### src/rtl/mem_word_ctrl_if.sv
// rtl/mem_word_ctrl_if.sv - request and byte-RAM bus bundle for the load/store sequencer
interface mem_word_ctrl_if #(
    parameter int ADDR_W = 8
);
    logic              REQ;
    logic              WE;
    logic [1:0]        SIZE;
    logic              SIGNED;
    logic [ADDR_W-1:0] ADDR;
    logic [31:0]       WDATA;
    logic [31:0]       RDATA;
    logic              BUSY;
    logic              DONE;
    logic              ERR;
    logic [ADDR_W-1:0] W_ADDR;
    logic [7:0]        W_DATA;
    logic [ADDR_W-1:0] DATA_ADDR;
    logic              RW_ENABLE;
    logic [7:0]        R_DATA;

    // Memory stage plus RAM side: drives requests and read bytes, observes results
    modport master (
        output REQ, WE, SIZE, SIGNED, ADDR, WDATA, R_DATA,
        input  RDATA, BUSY, DONE, ERR, W_ADDR, W_DATA, DATA_ADDR, RW_ENABLE
    );

    // The sequencer itself
    modport slave (
        input  REQ, WE, SIZE, SIGNED, ADDR, WDATA, R_DATA,
        output RDATA, BUSY, DONE, ERR, W_ADDR, W_DATA, DATA_ADDR, RW_ENABLE
    );
endinterface

### src/rtl/mem_word_ctrl.sv
// rtl/mem_word_ctrl.sv - byte/halfword/word load-store sequencer onto a byte-wide big-endian RAM
module mem_word_ctrl #(
    parameter int ADDR_W = 8
) (
    input logic            clk,
    input logic            rst,
    mem_word_ctrl_if.slave bus
);

    typedef enum logic [2:0] {
        IDLE,
        STORE,
        LOAD,
        LWAIT,
        FIN
    } state_t;

    state_t            state;
    logic [2:0]        idx;       // next byte to issue; 1 after the first issue
    logic [2:0]        n_bytes;
    logic [ADDR_W-1:0] base;
    logic [31:0]       wdata_q;
    logic [1:0]        size_q;
    logic              signed_q;
    logic [23:0]       asm_q;     // bytes received so far, most significant first
    logic              req_err;
    logic [2:0]        req_n;

    // Byte i of the used part of d, most significant used byte first
    function automatic logic [7:0] pick_byte(input logic [31:0] d, input logic [1:0] size,
                                             input logic [2:0] i);
        logic [7:0] b;
        b = 8'h00;
        case (size)
            2'b00:   b = d[7:0];
            2'b01:   b = (i == 3'd0) ? d[15:8] : d[7:0];
            default: begin
                case (i[1:0])
                    2'd0:    b = d[31:24];
                    2'd1:    b = d[23:16];
                    2'd2:    b = d[15:8];
                    default: b = d[7:0];
                endcase
            end
        endcase
        return b;
    endfunction

    // Sign or zero extension of an assembled load value
    function automatic logic [31:0] extend(input logic [31:0] raw, input logic [1:0] size,
                                           input logic sgn);
        logic [31:0] r;
        case (size)
            2'b00:   r = {{24{sgn & raw[7]}}, raw[7:0]};
            2'b01:   r = {{16{sgn & raw[15]}}, raw[15:0]};
            default: r = raw;
        endcase
        return r;
    endfunction

    // Request decode: alignment/size check and byte count, used only at acceptance
    always_comb begin
        req_err = (bus.SIZE == 2'b11)
                | ((bus.SIZE == 2'b01) & bus.ADDR[0])
                | ((bus.SIZE == 2'b10) & (bus.ADDR[1:0] != 2'b00));
        case (bus.SIZE)
            2'b00:   req_n = 3'd1;
            2'b01:   req_n = 3'd2;
            default: req_n = 3'd4;
        endcase
    end

    // Sequencer: state, latched request and every registered output
    always_ff @(posedge clk or negedge rst) begin
        if (!rst) begin
            state         <= IDLE;
            idx           <= '0;
            n_bytes       <= '0;
            base          <= '0;
            wdata_q       <= '0;
            size_q        <= '0;
            signed_q      <= 1'b0;
            asm_q         <= '0;
            bus.RDATA     <= '0;
            bus.BUSY      <= 1'b0;
            bus.DONE      <= 1'b0;
            bus.ERR       <= 1'b0;
            bus.W_ADDR    <= '0;
            bus.W_DATA    <= '0;
            bus.DATA_ADDR <= '0;
            bus.RW_ENABLE <= 1'b0;
        end else begin
            case (state)
                IDLE: begin
                    if (bus.REQ) begin
                        base     <= bus.ADDR;
                        wdata_q  <= bus.WDATA;
                        size_q   <= bus.SIZE;
                        signed_q <= bus.SIGNED;
                        n_bytes  <= req_n;
                        asm_q    <= '0;
                        bus.BUSY <= 1'b1;
                        if (req_err) begin
                            // Rejected before any RAM strobe is raised
                            state    <= FIN;
                            idx      <= '0;
                            bus.DONE <= 1'b1;
                            bus.ERR  <= 1'b1;
                        end else if (bus.WE) begin
                            state         <= STORE;
                            idx           <= 3'd1;
                            bus.RW_ENABLE <= 1'b1;
                            bus.W_ADDR    <= bus.ADDR;
                            bus.W_DATA    <= pick_byte(bus.WDATA, bus.SIZE, 3'd0);
                        end else begin
                            state         <= LOAD;
                            idx           <= 3'd1;
                            bus.DATA_ADDR <= bus.ADDR;
                        end
                    end
                end
                STORE: begin
                    if (idx == n_bytes) begin
                        state         <= FIN;
                        bus.RW_ENABLE <= 1'b0;
                        bus.W_ADDR    <= '0;
                        bus.W_DATA    <= '0;
                        bus.DONE      <= 1'b1;
                    end else begin
                        idx        <= idx + 3'd1;
                        bus.W_ADDR <= base + ADDR_W'(idx);
                        bus.W_DATA <= pick_byte(wdata_q, size_q, idx);
                    end
                end
                LOAD: begin
                    // The RAM answers one cycle late, so the first edge has no byte yet
                    if (idx != 3'd1) begin
                        asm_q <= {asm_q[15:0], bus.R_DATA};
                    end
                    if (idx == n_bytes) begin
                        state         <= LWAIT;
                        bus.DATA_ADDR <= '0;
                    end else begin
                        idx           <= idx + 3'd1;
                        bus.DATA_ADDR <= base + ADDR_W'(idx);
                    end
                end
                LWAIT: begin
                    state     <= FIN;
                    bus.RDATA <= extend({asm_q, bus.R_DATA}, size_q, signed_q);
                    bus.DONE  <= 1'b1;
                end
                FIN: begin
                    state    <= IDLE;
                    bus.DONE <= 1'b0;
                    bus.ERR  <= 1'b0;
                    bus.BUSY <= 1'b0;
                end
                default: state <= IDLE;
            endcase
        end
    end

endmodule

### src/flat_wrapper.sv
// flat-port wrapper written by rule: the top's interface ports become plain ports
module mem_word_ctrl_flat 
#(
    parameter int ADDR_W = 8
)
  (clk, rst, bus_REQ, bus_WE, bus_SIZE, bus_SIGNED, bus_ADDR, bus_WDATA, bus_R_DATA, bus_RDATA, bus_BUSY, bus_DONE, bus_ERR, bus_W_ADDR, bus_W_DATA, bus_DATA_ADDR, bus_RW_ENABLE);
  mem_word_ctrl_if #(.ADDR_W(ADDR_W)) bus_i ();
  input logic clk;
  input logic rst;
  input wire logic [$bits(bus_i.REQ)-1:0] bus_REQ;
  input wire logic [$bits(bus_i.WE)-1:0] bus_WE;
  input wire logic [$bits(bus_i.SIZE)-1:0] bus_SIZE;
  input wire logic [$bits(bus_i.SIGNED)-1:0] bus_SIGNED;
  input wire logic [$bits(bus_i.ADDR)-1:0] bus_ADDR;
  input wire logic [$bits(bus_i.WDATA)-1:0] bus_WDATA;
  input wire logic [$bits(bus_i.R_DATA)-1:0] bus_R_DATA;
  output wire logic [$bits(bus_i.RDATA)-1:0] bus_RDATA;
  output wire logic [$bits(bus_i.BUSY)-1:0] bus_BUSY;
  output wire logic [$bits(bus_i.DONE)-1:0] bus_DONE;
  output wire logic [$bits(bus_i.ERR)-1:0] bus_ERR;
  output wire logic [$bits(bus_i.W_ADDR)-1:0] bus_W_ADDR;
  output wire logic [$bits(bus_i.W_DATA)-1:0] bus_W_DATA;
  output wire logic [$bits(bus_i.DATA_ADDR)-1:0] bus_DATA_ADDR;
  output wire logic [$bits(bus_i.RW_ENABLE)-1:0] bus_RW_ENABLE;
  assign bus_i.REQ = bus_REQ;
  assign bus_i.WE = bus_WE;
  assign bus_i.SIZE = bus_SIZE;
  assign bus_i.SIGNED = bus_SIGNED;
  assign bus_i.ADDR = bus_ADDR;
  assign bus_i.WDATA = bus_WDATA;
  assign bus_i.R_DATA = bus_R_DATA;
  assign bus_RDATA = bus_i.RDATA;
  assign bus_BUSY = bus_i.BUSY;
  assign bus_DONE = bus_i.DONE;
  assign bus_ERR = bus_i.ERR;
  assign bus_W_ADDR = bus_i.W_ADDR;
  assign bus_W_DATA = bus_i.W_DATA;
  assign bus_DATA_ADDR = bus_i.DATA_ADDR;
  assign bus_RW_ENABLE = bus_i.RW_ENABLE;
  mem_word_ctrl #(.ADDR_W(ADDR_W)) u_core (.clk(clk), .rst(rst), .bus(bus_i));
endmodule
### config.mk
export PLATFORM = sky130hd
export DESIGN_NAME = mem_word_ctrl_flat
export DESIGN_NICKNAME = d
export VERILOG_FILES = /design/src/rtl/mem_word_ctrl_if.sv /design/src/rtl/mem_word_ctrl.sv /design/src/flat_wrapper.sv
export SDC_FILE = /design/constraint.sdc
export NUM_CORES = 1
export LEC_CHECK = 0
export ABC_AREA = 1
export CORE_UTILIZATION = 35
export CTS_BUF_LIST = sky130_fd_sc_hd__clkbuf_8 sky130_fd_sc_hd__clkbuf_16
export DETAILED_ROUTE_END_ITERATION = 16
export DONT_BUFFER_PORTS = 1
export SLEW_MARGIN = 30
export SYNTH_ARGS = -nofsm -noshare
export SYNTH_HDL_FRONTEND = slang
export SYNTH_SLANG_ARGS = --single-unit
### constraint.sdc
create_clock -name clk -period 2.3 [get_ports clk]
set_clock_uncertainty 0.2 [all_clocks]
set_input_delay 0.46 -clock clk [delete_from_list [all_inputs] [get_ports clk]]
set_output_delay 0.46 -clock clk [all_outputs]
set_load 0.03 [all_outputs]
==> results.md <==
* Failing checks: negative hold slack
* Drt pass-1 iters at 5
* Power Total at approximately 12000 uW
* Status: complete, but fails checks
* Post-CTS Hold Buffers at 43
* Clock share of power at 23.3%
* Yosys warning total at 0
* Worst skew pair latency at 0.43 ns
* Met2 GRT Util at between 30% and 40%
* Starting density of the core at between 30% and 40%
* Actual slew at the worst max-slew pin at 0.660 ns
* Sequential element share of the synthesized area at between 40% and 50%
* Worst-path clk slew at ~0.060 ns
* Sequential power share at 42.4%
* Avg Cell Area, Syn at about 7.4 um^2
* Initial antenna violation count at 1
* Die area at between 20000 and 25000 um^2
* FF-to-FF Start: u_core.idx[0]
* Share of cells above drive strength 1 at between 7 and 8%
* Synth Register Bits at between 100 and 150
* Critical path class: reg -> reg
* Drt first-iter violations at approximately 370
* Int Pwr at about 6700 uW
* WP data arrival at 2.19 ns
* Hold Worst Slack at -0.472 ns
* Hpwl dp at 12.9 mm
* Hold crit path type: in -> async
* Worst R2R End: u_core.bus.W_ADDR[4]
* Vias at a little over 6000
* Area added between synthesis and finish at 19.5%
* Final setup viols at 0
* GR peak layer: met2
* MaxCap Viol Count at 0
* I/O Buffers at 0
* Core area at around 19000 um^2
* Largest net degree at the start of global routing at 137
* R2r setup slk at ~0.22 ns
* Number of global-route vias before repair at approximately 5900
* First-pass GRT wire length at 30.8 mm
* Number of top-level pins at 115
* Post CTS Setup Buffer Count at 0
* Fin. max-slew vios at 0
* Post-CTS Resized at 0
* Nets@finish at around 1000
* Fin util at a little over two fifths
* Period utilization at between 90 and 100%
* Per-cell routed wire length at between 15 and 20 um
* Inst Count DP at around 1200
* FF-to-FF path depth at 10
* Setup TNS at 0 ns
* P_sw at 5790 uW
* Peak supply drop at approximately 0.0006 V
* Die Wd at about 140 um
* Post-synthesis cell area at between 6000 and 7000 um^2
* Vias per Instance at around 5
* Power share of the combinational group at between 30% and 40%
* CTS tree: built
* CTS Buf Count at 17
* Row cnt at 50
* GP Congestion at a little over 0.8
* Residual DRC at 0
* GRT overflow at 0
* Pwr per Cell Area at around 1500 nW/um^2
* Commonest non-fill, non-tap cell in the layout: nand2_1
* Leakage at between 0.004 and 0.005 uW
* Post-Route WL at roughly 19 mm
* Unrepaired setup endpoints after global routing: no
* Fmax at roughly 480 MHz
* CP required at around 2.4 ns
* GRT Total Usage at between 10% and 20%
* Final hold viol count at 136
* CP Capture Type: register
* Library cells used by synthesis at 32
* Met3 Use GR at just under 6%
* Clock Root Buffer: clkbuf_16
* CP Launch Type: register
* H-tree depth at 4
* Crit path max fanout at 6
* Slew margin rel. at 55.9%
* Final min period at 2.08 ns
* GR Util met1 at roughly 26%
* Die H at ~140 um
* CTS max path bufs at 2
* Mapped Nets at 988
* Antenna viol nets, final at 0
* Non-Filler Instances at approximately 1200
* Mapped Cells at 925
* Commonest cells after routing, fill and taps aside: nand2_1 (358), dfrtp_1 (136), inv_1 (99)
* Net Sw Frac at a little under half
* # clock sinks at about 140
cells by family (layout without fill, tap and decap cells):
| group | after synthesis | in the layout | synth area share [%] |
|---|---|---|---|
| adder cells (fa/ha/maj) | 8 | 8 | 1.56 |
| buffers and inverters | 149 | 204 | 8.70 |
| flip-flops | 136 | 136 | 49.4 |
| AND/OR/NAND/NOR | 539 | 539 | 32.6 |
| other | 0 | 1 | 0 |
| AO/OA/AOI/OAI | 91 | 91 | 7.52 |
| XOR/XNOR | 2 | 2 | 0.254 |
metrics by stage:
| step | hold slack, ns | instance area [um^2] | setup WS [ns] |
|---|---|---|---|
| after floorplan | -0.0356 | 6890 | 0.292 |
| after global placement | -0.0309 | 7180 | 0.300 |
| after detailed placement | -0.0306 | 7180 | 0.227 |
| after CTS | -0.494 | 8230 | 0.223 |
| after global routing | -0.501 | 8240 | 0.0682 |
| final | -0.472 | 8240 | 0.223 |
sequential cells by signal, summed over array words and instances (netlist names):
register	flops
u_core.base	8
u_core.bus.W_DATA	8
u_core.bus.DATA_ADDR	8
u_core.bus.W_ADDR	8
u_core.signed_q	1
u_core.n_bytes	3
u_core.bus.DONE	1
u_core.state	3
u_core.bus.RDATA	32
u_core.bus.RW_ENABLE	1
u_core.size_q	2
u_core.asm_q	24
u_core.wdata_q	32
u_core.bus.BUSY	1
u_core.idx	3
u_core.bus.ERR	1
synth_stat cells:
cell type  count  area share [%]
nand2_1      358              20
dfrtp_1      136              49
inv_1         99             5.4
nand3_1       82             6.0
nor2_1        68             3.7
o21ai_0       41             3.0
a21oi_1       29             2.1
buf_2         17             1.2
clkbuf_1      16            0.87
nand4_1       12             1.1
a21boi_1       9            0.98
nand3b_1       9            0.98
o22ai_1        8            0.73
ha_1           7             1.3
inv_2          7            0.38
buf_4          5            0.54
buf_1          3            0.16
clkinv_1       2            0.11
nand2_2        2            0.18
nand3_2        2            0.29
nor2_2         2            0.18
a311oi_2       1            0.22
a31oi_1        1           0.091
a31oi_4        1            0.31
fa_1           1            0.29
nand2_4        1            0.16
nand3_4        1            0.25
nor2_4         1            0.16
o31ai_1        1            0.11
or2_2          1           0.091
xnor2_1        1            0.13
xor2_1         1            0.13
worst max-delay path: stages (launching register included):
cell	delay, ns
dfrtp_1	0.44
ha_1	0.26
fa_1	0.45
nand2_1	0.09
nand2_1	0.10
nand2_1	0.08
nand2_1	0.06
nand3_1	0.11
nand2_1	0.06
nand3_1	0.06
nand2_1	0.05
cell type report:
cell class | instances | area, um^2
Antenna cell | 1 | 2.50
Clock buffer | 18 | 439
Clock inverter | 14 | 185
Fill cell | 1959 | 10800
Inverter | 108 | 405
Multi-Input combinational cell | 640 | 2890
Sequential cell | 136 | 3400
Tap cell | 260 | 325
Timing Repair Buffer | 64 | 588
layer usage:
layer / vias up / part of all wire [%] / wire (um)
met2: 181 / 46 / 8700
met1: 2858 / 45 / 8500
met3: 26 / 7.0 / 1310
met5: - / 0 / 0
met4: 0 / 1.5 / 279
li1: 2987 / - / -
power by group through the flow:
stage                     clock [uW]  sequential, uW  combinational [uW]
after floorplan                    0            5060                3250
after global placement             0            5310                4130
after detailed placement           0            5330                4190
after CTS                       2980            5300                4270
after global routing            3070            5430                4890
final                           2900            5280                4270
how the worst max path moves through the flow:
stage,start,to,slack (ns)
6_report,u_core.idx[0],u_core.bus.W_ADDR[4],0.22
4_1_cts,u_core.idx[0],u_core.bus.W_ADDR[4],0.22
5_1_grt,u_core.idx[0],u_core.bus.W_ADDR[4],0.07
2_1_floorplan,u_core.idx[1],u_core.asm_q[7],0.29
3_3_place_gp,u_core.idx[0],u_core.bus.W_ADDR[2],0.30
3_5_place_dp,u_core.idx[0],u_core.bus.W_ADDR[4],0.23
No activity file was read; power rests on OpenSTA's default activity.
